$ cat src/rtl/uart_fifo.sv
// uart_fifo: memory-mapped UART for the FemtoRV IO page, with RX/TX FIFOs.
// It contains its own baud timing, receive/transmit shifters, sticky error
// flags, FIFO level readout and break-character detection.
// Ports:
//   clk, resetq         system clock, asynchronous active-low reset
//   rstrb, wstrb        bus read / write strobes
//   sel_dat, sel_cntl   register selects (data, control/status)
//   wdata, rdata        bus write data / combinational read data
//   RXD, TXD            serial line in (asynchronous) / out
//   brk                 one-cycle pulse when BRK_CHAR is received
module uart_fifo #(
  parameter int         FREQ_MHZ = 60,
  parameter int         BAUDS    = 115200,
  parameter int         RX_DEPTH = 16,
  parameter int         TX_DEPTH = 16,
  parameter logic [7:0] BRK_CHAR = 8'd3
) (
  input  logic        clk,
  input  logic        resetq,
  input  logic        rstrb,
  input  logic        wstrb,
  input  logic        sel_dat,
  input  logic        sel_cntl,
  input  logic [31:0] wdata,
  output logic [31:0] rdata,
  input  logic        RXD,
  output logic        TXD,
  output logic        brk
);
  localparam int DIV = FREQ_MHZ * 1000000 / BAUDS;
  localparam int CW  = $clog2(DIV);
  localparam int RAW = $clog2(RX_DEPTH);
  localparam int TAW = $clog2(TX_DEPTH);
  localparam logic [CW-1:0] DIV_M1  = CW'(DIV - 1);
  localparam logic [CW-1:0] HALF_M1 = CW'(DIV / 2 - 1);

  typedef enum logic [2:0] {RX_IDLE, RX_START, RX_DATA, RX_STOP, RX_WAIT} rx_state_t;
  typedef enum logic [1:0] {TX_IDLE, TX_START, TX_DATA, TX_STOP} tx_state_t;

  logic dat_rd_s, dat_wr_s, cntl_wr_s, flag_clr_s, flush_s, wdata_unused_s;
  assign dat_rd_s       = sel_dat & rstrb;
  assign dat_wr_s       = sel_dat & wstrb;
  assign cntl_wr_s      = sel_cntl & wstrb;
  assign flag_clr_s     = cntl_wr_s & wdata[0];
  assign flush_s        = cntl_wr_s & wdata[1];
  assign wdata_unused_s = ^wdata[31:8];

  // ---------------- RX FIFO ----------------
  logic [7:0]     rx_mem_r [RX_DEPTH];
  logic [RAW-1:0] rx_wp_r, rx_rp_r;
  logic [RAW:0]   rx_lvl_r;
  logic           rx_empty_s, rx_full_s, rx_pop_s, rx_push_s, rx_req_s, rx_ferr_s;
  logic [7:0]     rx_byte_s, rx_head_s;

  assign rx_empty_s = (rx_lvl_r == (RAW+1)'(0));
  assign rx_full_s  = (rx_lvl_r == (RAW+1)'(RX_DEPTH));
  assign rx_pop_s   = dat_rd_s & ~rx_empty_s;
  // a pop in the same cycle frees the slot, so a full FIFO can still accept
  assign rx_push_s  = rx_req_s & (~rx_full_s | rx_pop_s);
  assign rx_head_s  = rx_empty_s ? 8'd0 : rx_mem_r[rx_rp_r];

  // RX FIFO pointers and level; flush overrides push and pop
  always_ff @(posedge clk or negedge resetq) begin
    if (!resetq) begin
      rx_wp_r  <= RAW'(0);
      rx_rp_r  <= RAW'(0);
      rx_lvl_r <= (RAW+1)'(0);
    end else if (flush_s) begin
      rx_wp_r  <= RAW'(0);
      rx_rp_r  <= RAW'(0);
      rx_lvl_r <= (RAW+1)'(0);
    end else begin
      if (rx_push_s) rx_wp_r <= rx_wp_r + RAW'(1);
      if (rx_pop_s)  rx_rp_r <= rx_rp_r + RAW'(1);
      rx_lvl_r <= rx_lvl_r + (RAW+1)'(rx_push_s) - (RAW+1)'(rx_pop_s);
    end
  end

  // RX FIFO storage
  always_ff @(posedge clk) begin
    if (rx_push_s) rx_mem_r[rx_wp_r] <= rx_byte_s;
  end

  // ---------------- TX FIFO ----------------
  logic [7:0]     tx_mem_r [TX_DEPTH];
  logic [TAW-1:0] tx_wp_r, tx_rp_r;
  logic [TAW:0]   tx_lvl_r;
  logic           tx_empty_s, tx_full_s, tx_pop_s, tx_push_s;
  logic [7:0]     tx_head_s;

  assign tx_empty_s = (tx_lvl_r == (TAW+1)'(0));
  assign tx_full_s  = (tx_lvl_r == (TAW+1)'(TX_DEPTH));
  assign tx_push_s  = dat_wr_s & (~tx_full_s | tx_pop_s);
  assign tx_head_s  = tx_mem_r[tx_rp_r];

  // TX FIFO pointers and level; flush overrides push and pop
  always_ff @(posedge clk or negedge resetq) begin
    if (!resetq) begin
      tx_wp_r  <= TAW'(0);
      tx_rp_r  <= TAW'(0);
      tx_lvl_r <= (TAW+1)'(0);
    end else if (flush_s) begin
      tx_wp_r  <= TAW'(0);
      tx_rp_r  <= TAW'(0);
      tx_lvl_r <= (TAW+1)'(0);
    end else begin
      if (tx_push_s) tx_wp_r <= tx_wp_r + TAW'(1);
      if (tx_pop_s)  tx_rp_r <= tx_rp_r + TAW'(1);
      tx_lvl_r <= tx_lvl_r + (TAW+1)'(tx_push_s) - (TAW+1)'(tx_pop_s);
    end
  end

  // TX FIFO storage
  always_ff @(posedge clk) begin
    if (tx_push_s) tx_mem_r[tx_wp_r] <= wdata[7:0];
  end

  // ---------------- flags and break ----------------
  logic overrun_r, frame_err_r, brk_r;

  // sticky flags: a new event in the clearing cycle wins over the clear
  always_ff @(posedge clk or negedge resetq) begin
    if (!resetq) begin
      overrun_r   <= 1'b0;
      frame_err_r <= 1'b0;
      brk_r       <= 1'b0;
    end else begin
      overrun_r   <= (overrun_r & ~flag_clr_s) | (rx_req_s & rx_full_s & ~rx_pop_s);
      frame_err_r <= (frame_err_r & ~flag_clr_s) | rx_ferr_s;
      brk_r       <= rx_req_s & (rx_byte_s == BRK_CHAR);
    end
  end
  assign brk = brk_r;

  // ---------------- receiver ----------------
  logic            rx_meta_r, rxs_r, rx_tick_s;
  rx_state_t       rx_state_r, rx_state_nx_s;
  logic [CW-1:0]   rx_tmr_r, rx_tmr_nx_s;
  logic [2:0]      rx_bit_r, rx_bit_nx_s;
  logic [7:0]      rx_shf_r, rx_shf_nx_s;

  assign rx_tick_s = (rx_tmr_r == CW'(0));
  assign rx_byte_s = rx_shf_r;

  // two-flop synchroniser for the asynchronous RXD line (idles high)
  always_ff @(posedge clk or negedge resetq) begin
    if (!resetq) begin
      rx_meta_r <= 1'b1;
      rxs_r     <= 1'b1;
    end else begin
      rx_meta_r <= RXD;
      rxs_r     <= rx_meta_r;
    end
  end

  // RX state register
  always_ff @(posedge clk or negedge resetq) begin
    if (!resetq) rx_state_r <= RX_IDLE;
    else         rx_state_r <= rx_state_nx_s;
  end

  // RX next-state logic
  always_comb begin
    rx_state_nx_s = rx_state_r;
    case (rx_state_r)
      RX_IDLE:  if (!rxs_r) rx_state_nx_s = RX_START; else rx_state_nx_s = RX_IDLE;
      RX_START: if (rx_tick_s) rx_state_nx_s = rxs_r ? RX_IDLE : RX_DATA;
                else rx_state_nx_s = RX_START;
      RX_DATA:  if (rx_tick_s && rx_bit_r == 3'd7) rx_state_nx_s = RX_STOP;
                else rx_state_nx_s = RX_DATA;
      RX_STOP:  if (rx_tick_s) rx_state_nx_s = rxs_r ? RX_IDLE : RX_WAIT;
                else rx_state_nx_s = RX_STOP;
      RX_WAIT:  if (rxs_r) rx_state_nx_s = RX_IDLE; else rx_state_nx_s = RX_WAIT;
      default:  rx_state_nx_s = RX_IDLE;
    endcase
  end

  // RX datapath: bit timer, shifter, and push / framing-error requests
  always_comb begin
    rx_tmr_nx_s = rx_tmr_r;
    rx_bit_nx_s = rx_bit_r;
    rx_shf_nx_s = rx_shf_r;
    rx_req_s    = 1'b0;
    rx_ferr_s   = 1'b0;
    case (rx_state_r)
      // first expiry lands mid start bit
      RX_IDLE:  if (!rxs_r) rx_tmr_nx_s = HALF_M1; else rx_tmr_nx_s = rx_tmr_r;
      RX_START: if (rx_tick_s) begin
                  rx_tmr_nx_s = DIV_M1;
                  rx_bit_nx_s = 3'd0;
                end else rx_tmr_nx_s = rx_tmr_r - CW'(1);
      RX_DATA:  if (rx_tick_s) begin
                  rx_tmr_nx_s = DIV_M1;
                  rx_shf_nx_s = {rxs_r, rx_shf_r[7:1]};
                  rx_bit_nx_s = rx_bit_r + 3'd1;
                end else rx_tmr_nx_s = rx_tmr_r - CW'(1);
      RX_STOP:  if (rx_tick_s) begin
                  rx_req_s  = rxs_r;
                  rx_ferr_s = ~rxs_r;
                end else rx_tmr_nx_s = rx_tmr_r - CW'(1);
      RX_WAIT:  rx_tmr_nx_s = rx_tmr_r;
      default:  rx_tmr_nx_s = rx_tmr_r;
    endcase
  end

  // RX datapath registers
  always_ff @(posedge clk or negedge resetq) begin
    if (!resetq) begin
      rx_tmr_r <= CW'(0);
      rx_bit_r <= 3'd0;
      rx_shf_r <= 8'd0;
    end else begin
      rx_tmr_r <= rx_tmr_nx_s;
      rx_bit_r <= rx_bit_nx_s;
      rx_shf_r <= rx_shf_nx_s;
    end
  end

  // ---------------- transmitter ----------------
  tx_state_t     tx_state_r, tx_state_nx_s;
  logic [CW-1:0] tx_tmr_r, tx_tmr_nx_s;
  logic [2:0]    tx_bit_r, tx_bit_nx_s;
  logic [7:0]    tx_shf_r, tx_shf_nx_s;
  logic          txd_r, txd_nx_s, tx_tick_s;

  assign tx_tick_s = (tx_tmr_r == CW'(0));
  // a queued byte starts straight out of the stop bit for gap-free frames;
  // a flush in the same cycle cancels the start
  assign tx_pop_s  = ~tx_empty_s & ~flush_s &
                     ((tx_state_r == TX_IDLE) | ((tx_state_r == TX_STOP) & tx_tick_s));
  assign TXD       = txd_r;

  // TX state register
  always_ff @(posedge clk or negedge resetq) begin
    if (!resetq) tx_state_r <= TX_IDLE;
    else         tx_state_r <= tx_state_nx_s;
  end

  // TX next-state logic
  always_comb begin
    tx_state_nx_s = tx_state_r;
    case (tx_state_r)
      TX_IDLE:  if (tx_pop_s) tx_state_nx_s = TX_START; else tx_state_nx_s = TX_IDLE;
      TX_START: if (tx_tick_s) tx_state_nx_s = TX_DATA; else tx_state_nx_s = TX_START;
      TX_DATA:  if (tx_tick_s && tx_bit_r == 3'd7) tx_state_nx_s = TX_STOP;
                else tx_state_nx_s = TX_DATA;
      TX_STOP:  if (tx_tick_s) tx_state_nx_s = tx_pop_s ? TX_START : TX_IDLE;
                else tx_state_nx_s = TX_STOP;
      default:  tx_state_nx_s = TX_IDLE;
    endcase
  end

  // TX datapath: next line level, bit timer and shifter
  always_comb begin
    txd_nx_s    = txd_r;
    tx_tmr_nx_s = tx_tmr_r;
    tx_bit_nx_s = tx_bit_r;
    tx_shf_nx_s = tx_shf_r;
    if (tx_pop_s) begin
      txd_nx_s    = 1'b0;
      tx_tmr_nx_s = DIV_M1;
      tx_bit_nx_s = 3'd0;
      tx_shf_nx_s = tx_head_s;
    end else begin
      case (tx_state_r)
        TX_IDLE:  txd_nx_s = 1'b1;
        TX_START: if (tx_tick_s) begin
                    txd_nx_s    = tx_shf_r[0];
                    tx_tmr_nx_s = DIV_M1;
                  end else tx_tmr_nx_s = tx_tmr_r - CW'(1);
        TX_DATA:  if (tx_tick_s) begin
                    tx_tmr_nx_s = DIV_M1;
                    if (tx_bit_r == 3'd7) txd_nx_s = 1'b1;
                    else begin
                      txd_nx_s    = tx_shf_r[1];
                      tx_shf_nx_s = {1'b0, tx_shf_r[7:1]};
                      tx_bit_nx_s = tx_bit_r + 3'd1;
                    end
                  end else tx_tmr_nx_s = tx_tmr_r - CW'(1);
        TX_STOP:  if (tx_tick_s) txd_nx_s = 1'b1;
                  else tx_tmr_nx_s = tx_tmr_r - CW'(1);
        default:  txd_nx_s = 1'b1;
      endcase
    end
  end

  // TX datapath registers; the line idles high
  always_ff @(posedge clk or negedge resetq) begin
    if (!resetq) begin
      txd_r    <= 1'b1;
      tx_tmr_r <= CW'(0);
      tx_bit_r <= 3'd0;
      tx_shf_r <= 8'd0;
    end else begin
      txd_r    <= txd_nx_s;
      tx_tmr_r <= tx_tmr_nx_s;
      tx_bit_r <= tx_bit_nx_s;
      tx_shf_r <= tx_shf_nx_s;
    end
  end

  // ---------------- read mux ----------------
  // register read data, selected by the decoder
  always_comb begin
    if (sel_dat)
      rdata = {22'd0, tx_full_s, ~rx_empty_s, rx_head_s};
    else if (sel_cntl)
      rdata = {8'(tx_lvl_r), 8'(rx_lvl_r), 4'd0, frame_err_r, overrun_r,
               tx_full_s, ~rx_empty_s, 8'd0};
    else
      rdata = 32'd0;
  end
endmodule
$ cat config.mk
export PLATFORM = sky130hd
export DESIGN_NAME = uart_fifo
export DESIGN_NICKNAME = d
export VERILOG_FILES = /design/src/rtl/uart_fifo.sv
export SDC_FILE = /design/constraint.sdc
export NUM_CORES = 1
export LEC_CHECK = 0
export CORE_ASPECT_RATIO = 1.75
export CORE_UTILIZATION = 46
export DETAILED_ROUTE_END_ITERATION = 7
export PLACE_DENSITY = 0.67
export SYNTH_ARGS = -nofsm -noshare
export SYNTH_HDL_FRONTEND = slang
export SYNTH_SLANG_ARGS = --single-unit
$ cat constraint.sdc
create_clock -name clk -period 3.7 [get_ports clk]
set_input_delay 0.925 -clock clk [delete_from_list [all_inputs] [get_ports clk]]
set_output_delay 0.925 -clock clk [all_outputs]
set_load 0.02 [all_outputs]
---- Word level (Yosys, flattened, before mapping) ----
Memories as Yosys holds them, arrays and structs flattened.
Cells that the tools add are included.
Widths: inputs -> output; s select.
storage, ports and cells
  output and inout bits ................... 34
  memories ................................ 2
  bits in writable memories ............... 256
  register bits after elaboration ......... 79
  logic and storage cells ................. 167
memory list
  memory    depth  width  read ports  clocked after Yosys merged registers in  wr ports  RTL line  source
  rx_mem_r  16     8      1           0                                        1         49        logic [7:0] rx_mem_r [RX_DEPTH];
  tx_mem_r  16     8      1           0                                        1         85        logic [7:0] tx_mem_r [TX_DEPTH];
operators by class
  multiplexer cells ....................... 58
  reductions and logical operators ........ 25
  $add $sub $neg .......................... 12
  eq/ne operators ......................... 21
  bitwise operators ....................... 29
operators by type and width
  kind                   number
  $mux 10                6
  $mux 29                2
  $mux 8                 5
  $mux 4                 8
  $pmux 10 s3            1
  $mux 3                 8
  $logic_not 10->1       2
  $pmux 10 s2            1
  $sub 10x1->10 const B  2
  $mux 1                 17
  $add 4x1->4 const B    4
  $and 1x1->1            16
  $pmux 3 s5             1
  $reduce_bool 2->1      7
  $ne 3x3->1 const B     4
  $reduce_and 3->1       4
  $add 5x1->5            2
  $eq 5x5->1 const B     2
  $logic_not 5->1        2
  $mux 5                 2
  $ne 2x2->1 const B     5
  $sub 5x1->5            2
  $eq 3x3->1 const B     3
  $eq 8x2->1 const B     1
  other kinds (17)       38

---- Depth between registers and ports, before layout ----
Gate-level depths: netlist (run 1).
  depth in word-level cells ............... 10
  mapped depth ............................ 17

---- Worst setup path after synthesis (run 1) ----
No wires, ideal clock.
  kind .................................... input-to-reg
  start ................................... input port wstrb
  end ..................................... register tx_lvl_r[4]
  stages on the path ...................... 15
  path slack .............................. 0.385 ns
  path buffers ............................ 2
  library setup time ...................... 0.136 ns
  arrival ................................. 3.179 ns
  cells stage by stage .................... nand3_1 clkbuf_1 a21o_1 a2bb2oi_2 clkbuf_1 ha_1 inv_1 ha_1 inv_1 fa_1 inv_1 a21oi_1 nor2_1 or3_1 a21oi_1
between the ends
  cells in the longest elaborated chain, start to end .. 10
ends and longest elaborated chain
  what                      RTL line  source
  from (decl)               21        input logic wstrb,
  $and 1x1->1               43        assign cntl_wr_s = sel_cntl & wstrb;
  $and 1x1->1               45        assign flush_s = cntl_wr_s & wdata[1];
  $not 1->1                 229       assign tx_pop_s = ~tx_empty_s & ~flush_s &
  $and 1x1->1 (2 in a row)  229
  $or 1x1->1                93        assign tx_push_s = dat_wr_s & (~tx_full_s | tx_pop_s);
  $and 1x1->1               93
  $add 5x1->5               109       tx_lvl_r <= tx_lvl_r + (TAW+1)'(tx_push_s) - (TAW+1)'(tx_pop_s);
  $sub 5x1->5               109
  $mux 5 (*)                102       end else if (flush_s) begin
  to (signal assigned)      101       tx_lvl_r <= (TAW+1)'(0);
  to (signal assigned)      105       tx_lvl_r <= (TAW+1)'(0);
  to (signal assigned)      109
  to (decl)                 87        logic [TAW:0] tx_lvl_r;
Mark *: on every way between the ends. The rest lies on a longest branch, timed or not.
A chain may end at the register's enable or synchronous reset.

---- Worst setup path after layout (run 1) ----
  start ................................... register rx_rp_r[0]
  end ..................................... output port rdata[1]
between the ends
  cells in the longest elaborated chain, start to end .. 3
ends and longest elaborated chain
  what                    RTL line  source
  from (decl)             50        logic [RAW-1:0] rx_wp_r, rx_rp_r;
  from (signal assigned)  74        if (rx_pop_s) rx_rp_r <= rx_rp_r + RAW'(1);
  $mem_v2 16x8            n/a
  $mux 8                  60        assign rx_head_s = rx_empty_s ? 8'd0 : rx_mem_r[rx_rp_r];
  $mux 29                 305       if (sel_dat)
  to (decl)               25        output logic [31:0] rdata,
Every way passes these cells.

==> results of run 1 <==
final cells by class:
class / count / area (µm²) / share of cell area
clock inverter: 20 / 217.7 / 0.01325
tap: 391 / 489.2 / 0.02977
sequential: 335 / 9671 / 0.5884
inverter: 30 / 112.6 / 0.006851
clock buffer: 36 / 794.5 / 0.04834
multi-input combinational: 492 / 4425 / 0.2693
timing repair buffer: 81 / 725.7 / 0.04415
logic make-up after synthesis:
logic type                 count (synthesis)  synth area share
adders and majority gates                 37           0.03311
and+or+nand+nor                          240           0.08710
xor gates and xnor gates                  23           0.01395
AOI/OAI and AO/OA                         93           0.04412
DFF                                      335            0.6697
muxes                                     89            0.1255
buffers and inverters                     84           0.02626
other                                      1         0.0002598
placed cells by master, fill, tap and decap left out, types with 7 or more instances in the layout:
cell type and count:
clkdlybuf4s50_1 29, edfxtp_1 256, mux4_2 72, nor2b_1 15
a22oi_1 17, a21oi_1 15, and2_1 21, nand2_1 54
nor3_1 14, a21o_1 7, nand3_1 15, conb_1 10
buf_4 40, xor2_1 14, xnor2_1 9, a22o_1 7
ha_1 35, nor2_1 52, or3_1 10, clkbuf_16 31
nor4_1 7, inv_1 30, o21ai_0 22, and3_1 22
dfrtp_1 74, mux2i_1 10
worst min path at each step:
stage | start | to | slack, ns | cells after the start
6_report | resetq | rx_tmr_r[0] | 0.30 | 1
5_1_grt | resetq | rx_tmr_r[0] | 0.32 | 1
4_1_cts | resetq | rx_tmr_r[0] | 0.30 | 1
3_5_place_dp | rx_meta_r | rxs_r | 0.35 | 0
3_3_place_gp | rx_meta_r | rxs_r | 0.35 | 0
2_1_floorplan | rx_meta_r | rxs_r | 0.35 | 0
registers in the layout, summed over array words and instances (netlist names), 2 cells and up:
name and count:
rx_mem_r 128, tx_mem_r 128, rx_tmr_r 10, tx_tmr_r 10, rx_byte_s 8, tx_shf_r 8
rx_lvl_r 5, tx_lvl_r 5, rx_rp_r 4, rx_wp_r 4, tx_rp_r 4, tx_wp_r 4
rx_bit_r 3, rx_state_r 3, tx_bit_r 3, tx_state_r 2
critical path, delay by kind of cell (launching register included):
kind / cells / cell delay [ns]
simple gates: 1 / 0.14
buf+inv: 2 / 0.51
flops: 1 / 0.39
mux: 2 / 1.06
metrics by stage:
step           worst slack (ns)  instances  cell area [µm²]
2_1_floorplan            0.3847        911            14470
3_3_place_gp           -0.01818       1327            15420
3_5_place_dp          -0.007965       1327            15420
4_1_cts                0.003875       1385            16460
5_1_grt                 0.01595       1385            16440
6_report                0.09351       1385            16440
power groups by stage:
stage / combinational, mW / sequential (mW) / clock (mW)
finish: 2.48 / 4.56 / 3.17
global placement: 2.43 / 4.63 / 0
floorplan: 1.86 / 4.47 / 0
CTS: 2.53 / 4.56 / 3.22
detailed placement: 2.45 / 4.64 / 0
global route: 2.72 / 4.60 / 3.36
what timing repair did:
item / 4_1_cts / 5_1_grt
setup endpoints to repair: 8 / 18
resized for setup: 13 / 9
buffers inserted: 1 / 0
gates cloned: 1 / 0
routing by layer:
layer	vias to the layer above	wire, µm	GRT usage
met5	-	0	0
met4	0	1075	0.07441
met3	53	916	0.01956
met2	134	17260	0.3814
met1	3949	10290	0.1999
li1	3566	-	-
==> flow_metrics.env, run 1 <==
export IMPL_worst_pin_slew_ns=0.9175
export IMPL_grt_max_degree=36
export IMPL_powerDensity_nw_per_um2=620.8
export IMPL_synth_common_cells="edfxtp_1, dfrtp_1, mux4_2, nand2_1, nor2_1"
export IMPL_synth_cells=902
export IMPL_min_period_ns=3.606
export IMPL_crit_type="reg -> out"
export IMPL_min_path_type="in -> async"
export IMPL_crit_path_end_kind="primary output"
export IMPL_max_freq_ghz=0.2773
export IMPL_cts_tree="built"
export IMPL_maxSlewViolCount=0
export IMPL_io_pins=73
export IMPL_p_sw_frac=0.2859
export IMPL_finalSetupViolCount=0
export IMPL_die_area_um2=32120
export IMPL_drtIter0Drc=397
export IMPL_yosysWarnings=0
export IMPL_synth_area_leaders="edfxtp_1, dfrtp_1, mux4_2, ha_1, nand2_1"
export IMPL_wl_per_cell_um=21.32
export IMPL_slowest_stage="mux4_2"
export IMPL_ctsHoldBuffers=0
export IMPL_synth_async_sr_flop_share=0.2358
export IMPL_vias_per_cell=5.561
export IMPL_grt_pass1_vias=7974
export IMPL_synth_top_area_share=0.5325
export IMPL_synth_edf_count=256
export IMPL_cts_root_buf="clkbuf_16"
export IMPL_timing_hold_ws_ns=0.2971
export IMPL_cts_max_level=1
export IMPL_postSynthRegisterBits=335
export IMPL_crit_fanout=14
export IMPL_synth_most_common_cell="edfxtp_1"
export IMPL_clk_pin_slew_worst_paths_ns=0.07
export IMPL_rsz0062_at_grt="no"
export IMPL_rows=85
export IMPL_ys_flop_type="edfxtp_1"
export IMPL_core_region_area_um2=30840
export IMPL_hold_viol_final=0
export IMPL_grt_usage=0.1923
export IMPL_r2r_setup_slack_ns=0.48
export IMPL_gp_congestion=0.8044
export IMPL_synthToLayoutAreaGrowth_pct=13.85
export IMPL_comb_power_share=0.243
export IMPL_outcome="finished clean"
export IMPL_reg2reg_depth=15
export IMPL_ant_nets=0
export IMPL_clock_latency_ns=0.56
export IMPL_setup_tns_ns=0
export IMPL_ir_worst_vdd_uv=444.9
export IMPL_portBuffers=38
export IMPL_min_period_over_period=0.9747
export IMPL_fin_total_pwr_mw=10.20
export IMPL_reg2reg_to="tx_lvl_r[4]"
export IMPL_die_w_um=135.9
export IMPL_power_switching_mw=2.918
export IMPL_crit_required_ns=2.77
export IMPL_skew_ns=0.008888
export IMPL_synth_area_um2=14440
export IMPL_critPathCapture="rdata[1]"
export IMPL_worstPathCellList="buf_12 -> mux4_2 -> mux4_2 -> nor2b_1 -> dlygate4sd2_1"
export IMPL_cap_violations=0
export IMPL_slowest_delay_ns=0.56
export IMPL_cts_made_buffers=30
export IMPL_dpl_hpwl_um=20720
export IMPL_die_h_um=236.4
export IMPL_utilization=0.5329
export IMPL_first_pass_iters=4
export IMPL_vias=7702
export IMPL_grt_overflow=0
export IMPL_path_common_cell="mux4_2"
export IMPL_cts_sinks=335
export IMPL_synth_top_cell_by_area="edfxtp_1"
export IMPL_max_slew_margin=0.3884
export IMPL_drc_errors=0
export IMPL_worst_ep_arrival_time_ns=2.68
export IMPL_initial_core_util=0.4681
export IMPL_critPathLaunchType="flop"
export IMPL_p_seq_frac=0.446
export IMPL_finalNetCount=1046
export IMPL_syn_avg_cell_area_um2=16.00
export IMPL_antenna_found_initial=0
export IMPL_rr_startpoint="tx_lvl_r[3]"
export IMPL_seq_area_frac_synth=0.6697
export IMPL_clk_path_buf_depth=3
export IMPL_grt_pass1_wl_um=45620
export IMPL_drt_total_wl_um=29530
export IMPL_p_int_mw=7.286
export IMPL_diodes=0
export IMPL_nFillCells=2562
export IMPL_drive_gt1_frac=0.1911
export IMPL_leakage_nw=6.367
export IMPL_pwr_share_clk=0.310
export IMPL_startpoint="rx_rp_r[0]"
export IMPL_ys_types=67
Note: power is estimated with default switching activity, not from simulation.
==> run 2: changes to the inputs <==
MAX_ROUTING_LAYER = met4   (was default)
==> flow_metrics.env, run 2 (synthesized netlist as in run 1, its figures left out) <==
export IMPL_outcome="finished clean"
export IMPL_core_region_area_um2=30840
export IMPL_skew_ns=0.007583
export IMPL_crit_required_ns=2.77
export IMPL_ctsHoldBuffers=0
export IMPL_gp_congestion=0.8161
export IMPL_wl_per_cell_um=21.31
export IMPL_rows=85
export IMPL_min_period_over_period=0.9749
export IMPL_max_freq_ghz=0.2772
export IMPL_die_w_um=135.9
export IMPL_crit_fanout=14
export IMPL_final_common_cell="edfxtp_1"
export IMPL_grt_pass1_wl_um=45620
export IMPL_worst_ep_arrival_time_ns=2.68
export IMPL_vias=7712
export IMPL_cts_root_buf="clkbuf_16"
export IMPL_vias_per_cell=5.568
export IMPL_clock_latency_ns=0.56
export IMPL_timing_hold_ws_ns=0.2921
export IMPL_p_int_mw=7.286
export IMPL_cap_violations=0
export IMPL_crit_type="reg -> out"
export IMPL_initial_core_util=0.4681
export IMPL_dpl_hpwl_um=20720
export IMPL_diodes=0
export IMPL_drc_errors=0
export IMPL_clk_path_buf_depth=3
export IMPL_final_cell_mix="edfxtp_1, dfrtp_1, mux4_2"
export IMPL_first_pass_iters=5
export IMPL_comb_power_share=0.244
export IMPL_ir_worst_vdd_uv=440.5
export IMPL_placed_area_um2=15420
export IMPL_antenna_found_initial=0
export IMPL_finalNetCount=1046
export IMPL_cts_tree="built"
export IMPL_grt_overflow=0
export IMPL_final_cell_area_um2=16440
export IMPL_cts_made_buffers=30
export IMPL_hold_viol_final=0
export IMPL_crit_path_end_kind="primary output"
export IMPL_utilization=0.5329
export IMPL_r2r_setup_slack_ns=0.48
export IMPL_ant_nets=0
export IMPL_grt_pass1_vias=7973
export IMPL_p_seq_frac=0.446
export IMPL_clk_pin_slew_worst_paths_ns=0.07
export IMPL_maxSlewViolCount=0
export IMPL_min_path_type="in -> async"
export IMPL_drive_gt1_frac=0.1911
export IMPL_nFillCells=2562
export IMPL_drtIter0Drc=386
export IMPL_pwr_share_clk=0.310
export IMPL_cts_max_level=1
export IMPL_p_sw_frac=0.2859
export IMPL_min_period_ns=3.607
export IMPL_power_switching_mw=2.917
export IMPL_die_area_um2=32120
export IMPL_largestRegisters="rx_mem_r x128, tx_mem_r x128"
export IMPL_rsz0062_at_grt="no"
export IMPL_worst_pin_slew_ns=0.9193
export IMPL_grt_usage=0.1982
export IMPL_drt_total_wl_um=29520
export IMPL_portBuffers=38
export IMPL_max_slew_margin=0.3871
export IMPL_finalSetupViolCount=0
export IMPL_powerDensity_nw_per_um2=620.8
export IMPL_cts_sinks=335
export IMPL_critPathLaunchType="flop"
export IMPL_grt_max_degree=36
export IMPL_synthToLayoutAreaGrowth_pct=13.85
export IMPL_setup_tns_ns=0
export IMPL_io_pins=73
export IMPL_die_h_um=236.4
export IMPL_leakage_nw=6.367
-- run 2: cell counts in the layout (fill, tap and decap cells not counted) --
No cell type changed its count.
-- run 2: critical path, cell delays in order, from the launching register on --
cell and delay, ns:
dfrtp_2 0.39, buf_12 0.19, mux4_2 0.56, mux4_2 0.50
nor2b_1 0.14, dlygate4sd2_1 0.32
-- run 2: power groups by stage --
stage | combinational [mW] | sequential, mW | clock, mW
after floorplan | 1.86 | 4.47 | 0
after global placement | 2.43 | 4.63 | 0
after detailed placement | 2.45 | 4.64 | 0
after CTS | 2.53 | 4.56 | 3.22
after global routing | 2.72 | 4.60 | 3.36
final | 2.48 | 4.56 | 3.16
-- run 2: routing by layer --
| metal | up-vias | global-route usage | wire (µm) |
|---|---|---|---|
| met5 | - | - | 0 |
| met4 | 0 | 0.07441 | 1068 |
| met3 | 55 | 0.01956 | 821 |
| met2 | 138 | 0.3789 | 17210 |
| met1 | 3951 | 0.2027 | 10420 |
| li1 | 3568 | - | - |
-- run 2: layout make-up --
cell class	count	area, µm²	area share
timing repair buffer	81	725.7	0.04415
multi-input combinational	492	4425	0.2693
clock buffer	36	794.5	0.04834
tap	391	489.2	0.02977
clock inverter	20	217.7	0.01325
inverter	30	112.6	0.006851
sequential	335	9671	0.5884
-- run 2: final timing paths --
check / startpoint / end / cells past startpoint
hold reg to reg: rx_meta_r / rxs_r / 0
hold / removal: resetq / rx_tmr_r[0] / 1
setup reg to reg: tx_lvl_r[3] / tx_lvl_r[4] / 15
min in group clk: rx_meta_r / rxs_r / 0
setup / recovery: rx_rp_r[0] / rdata[1] / 5
max in group asynchronous: resetq / rxs_r / 2
-- run 2: through the flow --
step	power [mW]	setup WS [ns]	instances
6_report	10.20	0.09276	1385
5_1_grt	10.68	0.01595	1385
4_1_cts	10.31	0.003875	1385
3_5_place_dp	7.091	-0.007965	1327
3_3_place_gp	7.057	-0.01818	1327
2_1_floorplan	6.336	0.3847	911
-- run 2: timing repair --
action                                  4_1_cts  5_1_grt
setup buffers                                 1        0
endpoints found under the setup margin        8       18
resized for setup                            13        9
cloned                                        1        0
==> run 3: changes to the inputs <==
CORE_ASPECT_RATIO = default   (was 1.75)
==> flow_metrics.env, run 3 (synthesized netlist as in run 1, its figures left out) <==
export IMPL_hold_viol_final=0
export IMPL_reg2reg_to="rx_lvl_r[4]"
export IMPL_finalNetCount=1047
export IMPL_io_pins=73
export IMPL_startpoint="sel_cntl"
export IMPL_synthToLayoutAreaGrowth_pct=14.06
export IMPL_maxSlewViolCount=0
export IMPL_leakage_nw=6.405
export IMPL_crit_fanout=6
export IMPL_largestRegisters="rx_mem_r x128, tx_mem_r x128"
export IMPL_die_w_um=179.2
export IMPL_critPathLaunchType="primary input"
export IMPL_clock_latency_ns=0.52
export IMPL_min_period_over_period=0.9805
export IMPL_cts_max_level=2
export IMPL_worst_pin_slew_ns=1.017
export IMPL_cts_sinks=335
export IMPL_portBuffers=38
export IMPL_final_common_cell="edfxtp_1"
export IMPL_finalSetupViolCount=0
export IMPL_grt_pass1_wl_um=42740
export IMPL_max_freq_ghz=0.2756
export IMPL_grt_overflow=0
export IMPL_core_region_area_um2=30750
export IMPL_max_slew_margin=0.3222
export IMPL_rsz0062_at_grt="no"
export IMPL_vias_per_cell=5.561
export IMPL_drc_errors=13
export IMPL_drtIter0Drc=561
export IMPL_stdcell_count=1394
export IMPL_timing_hold_ws_ns=0.3570
export IMPL_die_area_um2=32100
export IMPL_crit_required_ns=2.77
export IMPL_setup_tns_ns=0
export IMPL_die_h_um=179.2
export IMPL_grt_usage=0.1824
export IMPL_worst_ep_arrival_time_ns=2.70
export IMPL_cts_tree="built"
export IMPL_dpl_hpwl_um=17770
export IMPL_utilization=0.5355
export IMPL_r2r_setup_slack_ns=0.42
export IMPL_ant_nets=0
export IMPL_ir_worst_vdd_uv=467.3
export IMPL_powerDensity_nw_per_um2=616.3
export IMPL_clk_path_buf_depth=3
export IMPL_crit_type="in -> out"
export IMPL_gp_congestion=0.8057
export IMPL_violations="DRC"
export IMPL_critPathCapture="rdata[19]"
export IMPL_grt_pass1_vias=7611
export IMPL_cts_root_buf="clkbuf_16"
export IMPL_skew_ns=0.02308
export IMPL_min_path_type="reg -> reg"
export IMPL_vias=7752
export IMPL_ctsHoldBuffers=0
export IMPL_rr_startpoint="rx_tmr_r[0]"
export IMPL_clk_pin_slew_worst_paths_ns=0.06
export IMPL_initial_core_util=0.4695
export IMPL_crit_path_end_kind="primary output"
export IMPL_drt_total_wl_um=27290
export IMPL_grt_max_degree=80
export IMPL_wl_per_cell_um=19.57
export IMPL_cts_made_buffers=35
export IMPL_first_pass_iters=7
export IMPL_min_period_ns=3.628
export IMPL_rows=64
export IMPL_reg2reg_depth=15
export IMPL_final_cell_mix="edfxtp_1, dfrtp_1, mux4_2"
export IMPL_dp_cells=1330
export IMPL_postCtsSetupRepairBufs=0
export IMPL_diodes=0
export IMPL_drive_gt1_frac=0.1794
export IMPL_ctsResizeCount=8
export IMPL_outcome="finished, violations left"
export IMPL_antenna_found_initial=0
export IMPL_cap_violations=0
[run 3: changes by cell type in the layout (fill, tap and decap cells not counted), sizes merged, moves of 3 or more]
| cell | delta |
|---|---|
| clkinv | +3 |
| clkinvlp | -5 |
| dlygate4sd2 | +6 |
| bufinv | -4 |
| clkbuf | +7 |
| buf | -4 |
[run 3: report_power, final]
group	total (mW)	internal, mW	switching, mW
clock network	3.21	1.84	1.37
logic	2.36	1.14	1.22
registers	4.58	4.28	0.297
total	10.1	7.26	2.89
[run 3: critical path, cell delays in order]
cell and delay, ns:
clkdlybuf4s50_1 0.58, nor2b_1 0.16, buf_4 0.17, and2_1 0.22, clkdlybuf4s50_1 0.64
[run 3: worst min path at each step]
stage	startpoint	cells after the start	end
after floorplan	rx_meta_r	0	rxs_r
after global placement	rx_meta_r	0	rxs_r
after detailed placement	rx_meta_r	0	rxs_r
after CTS	rx_meta_r	0	rxs_r
after global routing	rx_meta_r	0	rxs_r
final	rx_meta_r	0	rxs_r
[run 3: area by class of cell]
type	count	area [µm²]
Fill cell	2490	14280
Inverter	30	112.6
Tap cell	396	495.5
Sequential cell	335	9671
Clock buffer	49	969.7
Timing Repair Buffer	77	710.7
Multi-Input combinational cell	492	4423
Clock inverter	15	83.83
[run 3: stage by stage]
stage	cell area (µm²)	setup slack [ns]	power, mW
after global placement	15420	0.07237	7.006
after CTS	16470	0.07231	10.28
after floorplan	14470	0.3847	6.336
after global routing	16470	0.01822	10.67
after detailed placement	15420	0.05723	7.040
final	16470	0.07220	10.15
[run 3: metal layers]
| metal | up-vias | global-route usage | share of wire |
|---|---|---|---|
| met5 | - | - | 0 |
| met4 | 0 | 0.04937 | 0.020 |
| met2 | 152 | 0.2802 | 0.48 |
| met1 | 3974 | 0.2535 | 0.45 |
| met3 | 39 | 0.03011 | 0.045 |
| li1 | 3587 | - | - |
